## config.mk

```make
export PLATFORM = sky130hd
export DESIGN_NAME = shift_reg_univ
export DESIGN_NICKNAME = d
export VERILOG_FILES = /design/src/rtl/shift_reg_pkg.sv /design/src/rtl/shift_stage.sv /design/src/rtl/shift_reg_univ.sv
export SDC_FILE = /design/constraint.sdc
export NUM_CORES = 1
export LEC_CHECK = 0
export BUFFER_PORTS_ARGS = -buffer_cell sky130_fd_sc_hd__buf_2
export CAP_MARGIN = 20
export CORE_AREA = 2 2 39 41
export CTS_CLUSTER_SIZE = 28
export DETAILED_ROUTE_END_ITERATION = 6
export DIE_AREA = 0 0 41 43
export PLACE_DENSITY = 0.77
export SYNTH_ARGS = -nofsm -noshare
export SYNTH_HDL_FRONTEND = slang
export SYNTH_SLANG_ARGS = --single-unit
export TNS_END_PERCENT = 30
```

## constraint.sdc

```tcl
create_clock -name clk -period 1.7 [get_ports clk]
set_input_delay 0 -clock clk [delete_from_list [all_inputs] [get_ports clk]]
set_output_delay 0 -clock clk [all_outputs]
set_load 0.02 [all_outputs]
```

## src/rtl/shift_reg_pkg.sv

```systemverilog
// Shared types for the universal shift register: operating-mode encoding.
package shift_reg_pkg;

    localparam int unsigned ModeWidth = 2;

    typedef enum logic [ModeWidth-1:0] {
        MODE_HOLD = 2'b00,
        MODE_UP   = 2'b01,
        MODE_DOWN = 2'b10,
        MODE_LOAD = 2'b11
    } mode_e;

endpackage

```

## src/rtl/shift_stage.sv

```systemverilog
// One WIDTH-bit register stage of the universal shift register, with a 4-way next-value mux.
module shift_stage
    import shift_reg_pkg::*;
#(
    parameter int unsigned WIDTH = 1
) (
    input  logic             clk_i,
    input  logic             rst_ni,
    input  logic             clr_i,
    input  logic             en_i,
    input  mode_e            sel_i,
    input  logic [WIDTH-1:0] up_i,
    input  logic [WIDTH-1:0] down_i,
    input  logic [WIDTH-1:0] load_i,
    output logic [WIDTH-1:0] q_o
);

    logic [WIDTH-1:0] stage_d, stage_q;

    always_comb begin
        stage_d = stage_q;
        unique case (sel_i)
            MODE_HOLD: stage_d = stage_q;
            MODE_UP:   stage_d = up_i;
            MODE_DOWN: stage_d = down_i;
            MODE_LOAD: stage_d = load_i;
        endcase
        // Clear wins over enable; enable gates every mode.
        if (clr_i) begin
            stage_d = '0;
        end else if (!en_i) begin
            stage_d = stage_q;
        end
    end

    always_ff @(posedge clk_i or negedge rst_ni) begin
        if (!rst_ni) begin
            stage_q <= '0;
        end else begin
            stage_q <= stage_d;
        end
    end

    assign q_o = stage_q;

endmodule

```

## src/rtl/shift_reg_univ.sv

```systemverilog
// Universal shift register: hold / shift-up / shift-down / parallel load with fill counter.
// Define SHIFT_REG_UNIV_ROTATE_EN to make shifts with rot=1 rotate instead of taking sin.
module shift_reg_univ
    import shift_reg_pkg::*;
#(
    parameter int unsigned WIDTH = 1,
    parameter int unsigned DEPTH = 4
) (
    input  logic                       clk,
    input  logic                       r,
    input  logic                       clr,
    input  logic                       en,
    input  logic [ModeWidth-1:0]       mode,
    input  logic [WIDTH-1:0]           sin,
    input  logic                       rot,
    input  logic [DEPTH*WIDTH-1:0]     pdata,
    output logic [DEPTH*WIDTH-1:0]     pout,
    output logic [WIDTH-1:0]           sout_hi,
    output logic [WIDTH-1:0]           sout_lo,
    output logic [$clog2(DEPTH+1)-1:0] count,
    output logic                       full
);

    localparam int unsigned CntW = $clog2(DEPTH + 1);

    mode_e            mode_sel;
    logic             rot_eff;
    logic [WIDTH-1:0] up_in, down_in;
    logic [WIDTH-1:0] stage_q [DEPTH];
    logic [CntW-1:0]  count_d, count_q;

    assign mode_sel = mode_e'(mode);

`ifdef SHIFT_REG_UNIV_ROTATE_EN
    assign rot_eff = rot;
`else
    logic unused_rot;
    assign unused_rot = rot;
    assign rot_eff    = 1'b0;
`endif

    // Vacated end stage takes the outgoing stage when rotating, otherwise sin.
    assign up_in   = rot_eff ? stage_q[DEPTH-1] : sin;
    assign down_in = rot_eff ? stage_q[0]       : sin;

    for (genvar k = 0; k < DEPTH; k++) begin : g_stage
        logic [WIDTH-1:0] up_src, down_src;

        if (k == 0) begin : g_lo
            assign up_src = up_in;
        end else begin : g_lo_mid
            assign up_src = stage_q[k-1];
        end

        if (k == DEPTH - 1) begin : g_hi
            assign down_src = down_in;
        end else begin : g_hi_mid
            assign down_src = stage_q[k+1];
        end

        shift_stage #(
            .WIDTH (WIDTH)
        ) u_stage (
            .clk_i  (clk),
            .rst_ni (r),
            .clr_i  (clr),
            .en_i   (en),
            .sel_i  (mode_sel),
            .up_i   (up_src),
            .down_i (down_src),
            .load_i (pdata[k*WIDTH +: WIDTH]),
            .q_o    (stage_q[k])
        );

        assign pout[k*WIDTH +: WIDTH] = stage_q[k];
    end

    always_comb begin
        count_d = count_q;
        if (clr) begin
            count_d = '0;
        end else if (en) begin
            unique case (mode_sel)
                MODE_HOLD: count_d = count_q;
                MODE_UP, MODE_DOWN: begin
                    if (!rot_eff && (count_q != CntW'(DEPTH))) begin
                        count_d = count_q + CntW'(1);
                    end
                end
                MODE_LOAD: count_d = CntW'(DEPTH);
            endcase
        end
    end

    always_ff @(posedge clk or negedge r) begin
        if (!r) begin
            count_q <= '0;
        end else begin
            count_q <= count_d;
        end
    end

    assign count   = count_q;
    assign full    = (count_q == CntW'(DEPTH));
    assign sout_hi = stage_q[DEPTH-1];
    assign sout_lo = stage_q[0];

endmodule

```

==> results summary <==
The CTS H-tree depth came out at 1. In this run the most critical hold path is launched from clr. The via density per instance came out at 5.04. The first-pass GRT wire length came out at 1470 um. Traced cell by cell, the critical path runs through inv_1, ha_1, nand3_1, a211o_2, nand2_1.

The number of antenna repair diodes is 0. The routability congestion estimate is 0.719. Dividing the detail-routed wire length by the instance count gives 11.4 um. The synthesized area per cell came out at 9.40 um^2. The critical path starts at count[0]$_DFFE_PN0P_. The share of the cycle needed by the critical path after routing came out at 0.782. The row count is 14. The effective utilization at floorplan is 0.373. The number of top-level pins is 22. The total iterations of the first detailed-routing run is 3. On the final layout, the worst clock skew is 0.00223 ns. The synthesized netlist net count came out at 72. The number of endpoints failing setup at the final stage is 0. The finished cells cover 619 um^2.

The number of synthesized register bits is 7. The final count of pins violating max slew was 0. The hold-fix buffer count after cts came out at 1. The remaining antenna violation count is 0. The startpoint of the worst-slack reg-to-reg timing path is count[0]$_DFFE_PN0P_.

Global routing finished with a remaining overflow of 0. The post-cts repair resize count is 0. Max-cap violations in this run came to 0. The power density over cell area came out at 730 nW/um^2.

The worst-skew pair later-pin latency came out at 0.25 ns. The detailed router used layers up to and including met4. The number of clock sinks seen by CTS came out at 7.

The deepest clock path buffer count is 2. The time the final worst path needs with I/O delays and setup came out at 1.33 ns. The worst hold path belongs to the class in2reg. Setup repair after global routing left no endpoint under its margin. Based on the critical path, the design can be clocked at up to 0.752 GHz. For this run, design rule violations remaining after detail routing come to 0.

Summed over all cells, the static leakage comes to 0.327 nW. Of the cells placed in the final design, the portion with a size suffix greater than 1 is 0.370. The buffering stage count on the worst path with inverters included is 1. The gate count after technology mapping is 55. The sort of element at the end of the critical path is a flip-flop. The routed metal-1 wirelength came out at 466 um.

The largest individual stage delay along the critical path comes from the cell sky130_fd_sc_hd__dfrtp_1. The number of nets at the end of the flow is 91. The share of synthesized area occupied by flip-flops and latches is 0.339. The detailed placement HPWL came out at 776 um. The total die area came out at 1760 um^2. The highest fanout seen on the critical path came out at 4. The count of cell types in the netlist came out at 21. The number of buffers created by CTS is 3.

The number of buffers added on ports is 20. The post-placement cell area came out at 583 um^2. The maximum number of pins on one net before global-route repair came out at 15. The number of warnings issued by yosys is 0. The detailed route wirelength on metal2 came out at 494 um. The number of antenna violations at the first check in global routing was 0. The clock transition time at the flip-flop clock pins of the worst setup and hold paths came out at 0.05 ns.

The area of the core is 1380 um^2. The final-layout setup total negative slack came out at 0 ns. The worst setup path is launched from a flip-flop. TritonCTS built the clock tree.

The combined global-route utilization of all metal layers came out at 0.128. The number of buffers inserted to repair setup after CTS came out at 0. In this design, the largest share of critical-path delay is due to flip-flops. The flow ran to the end, and the final reports show no timing, DRC or antenna violations. The overall via count from detail_route came out at 449. The delay contributed by the slowest stage of the critical path came out at 0.41 ns.

Wire segments on met3 add up to 39 um in the final route. The final hold violation count came to 0. The post-synthesis cell area is 517 um^2. The area growth from synthesis to layout is 19.9%. The die width came out at 41 um. The data arrival at the endpoint of the critical path came out at 1.52 ns.

The height of the die came out at 43 um. The clock root buffer is sky130_fd_sc_hd__clkbuf_4. The wire length after detailed routing came out at 1020 um. The number of global-route vias before repair is 395. The worst-case headroom to the max-slew limit is 0.762.

The required time reported for the critical path endpoint came out at 1.89 ns. The DRC marker count from the first detailed-route iteration is 6. The peak supply drop came out at 364 uV.

For the pin with the worst max-slew slack, the measured transition is 0.357 ns. The critical path in this run is classified as reg2reg.
area by class of cell:
class                           count  area (um^2)
Tap cell                           16         20.0
Multi-Input combinational cell     37          273
Sequential cell                     7          175
Timing Repair Buffer               21          110
Clock buffer                        4         26.3
Fill cell                         145          764
Inverter                            4         15.0
state kept, by name, summed over array words and instances (netlist names):
register and flops:
count 3, g_stage.u_stage.q_o 4
stage by stage:
stage	utilization	hold WS (ns)	power, mW	instances	setup slack (ns)
2_1_floorplan	-	-0.296	0.277	55	0.389
3_3_place_gp	0.421	-0.158	0.300	84	0.430
3_5_place_dp	0.421	-0.156	0.303	84	0.394
4_1_cts	0.448	0.0208	0.460	89	0.377
5_1_grt	0.448	0.0296	0.483	89	0.285
6_report	0.448	0.0337	0.452	89	0.370
cells in the mapped netlist:
cell / n / area share
sky130_fd_sc_hd__a211o_2: 1 / 0.019
sky130_fd_sc_hd__dfrtp_1: 7 / 0.34
sky130_fd_sc_hd__nor3_1: 2 / 0.019
sky130_fd_sc_hd__a41o_2: 1 / 0.022
sky130_fd_sc_hd__nor2b_4: 1 / 0.027
sky130_fd_sc_hd__ha_1: 5 / 0.12
sky130_fd_sc_hd__nand3_1: 2 / 0.019
sky130_fd_sc_hd__buf_4: 5 / 0.073
sky130_fd_sc_hd__nand2_1: 5 / 0.036
sky130_fd_sc_hd__and4b_1: 1 / 0.019
sky130_fd_sc_hd__a22oi_1: 4 / 0.058
sky130_fd_sc_hd__and2_1: 1 / 0.012
sky130_fd_sc_hd__a21boi_0: 1 / 0.015
sky130_fd_sc_hd__buf_6: 1 / 0.022
sky130_fd_sc_hd__inv_1: 4 / 0.029
sky130_fd_sc_hd__a211oi_1: 1 / 0.015
sky130_fd_sc_hd__nor2_4: 1 / 0.022
sky130_fd_sc_hd__nor2_1: 6 / 0.044
sky130_fd_sc_hd__nor4_1: 1 / 0.012
sky130_fd_sc_hd__a311oi_1: 4 / 0.068
sky130_fd_sc_hd__buf_2: 1 / 0.0097
worst reg2reg max path, cell delays in order, from the launching register on:
cell and delay (ns):
sky130_fd_sc_hd__dfrtp_1 0.41, sky130_fd_sc_hd__inv_1 0.09, sky130_fd_sc_hd__ha_1 0.19, sky130_fd_sc_hd__nand3_1 0.16
sky130_fd_sc_hd__a211o_2 0.36, sky130_fd_sc_hd__nand2_1 0.06
final timing paths:
path / to / slack, ns / cells after the start
setup / recovery: count[0]$_DFFE_PN0P_ / 0.37 / 5
hold reg to reg: g_stage[1].u_stage.q_o$_DFFE_PN0P_ / 0.58 / 2
max in group asynchronous: g_stage[0].u_stage.q_o$_DFFE_PN0P_ / 1.43 / 2
hold / removal: g_stage[2].u_stage.q_o$_DFFE_PN0P_ / 0.03 / 2
min in group asynchronous: g_stage[2].u_stage.q_o$_DFFE_PN0P_ / 0.12 / 2
setup reg to reg: count[0]$_DFFE_PN0P_ / 0.37 / 5
cells by family (layout without fill, tap and decap cells):
| group | Yosys count | after routing | synth area share |
|---|---|---|---|
| and+or+nand+nor | 20 | 20 | 0.211 |
| DFF | 7 | 7 | 0.339 |
| AOI/OAI and AO/OA | 12 | 12 | 0.196 |
| adders and majority gates | 5 | 5 | 0.121 |
| buffers and inverters | 11 | 29 | 0.133 |
report_power, final:
group	internal (mW)	switching, mW
clock	0.0895	0.0608
combinational	0.0451	0.0677
sequential	0.178	0.0109
metal layers:
layer	up-vias	GRT usage
met3	2	0.0628
met4	0	0.0600
met2	12	0.206
met5	-	0
met1	206	0.131
li1	229	-
cells in the final DEF, fill, tap and decap left out, types with 2 or more instances in the layout:
cell                       instances
sky130_fd_sc_hd__a311oi_1          4
sky130_fd_sc_hd__nor3_1            2
sky130_fd_sc_hd__nor2_1            6
sky130_fd_sc_hd__nand2_1           5
sky130_fd_sc_hd__dfrtp_1           7
sky130_fd_sc_hd__clkbuf_4          3
sky130_fd_sc_hd__buf_2            20
sky130_fd_sc_hd__inv_1             4
sky130_fd_sc_hd__nand3_1           2
sky130_fd_sc_hd__a22oi_1           4
sky130_fd_sc_hd__ha_1              5
No activity file was read; power rests on OpenSTA's default activity.
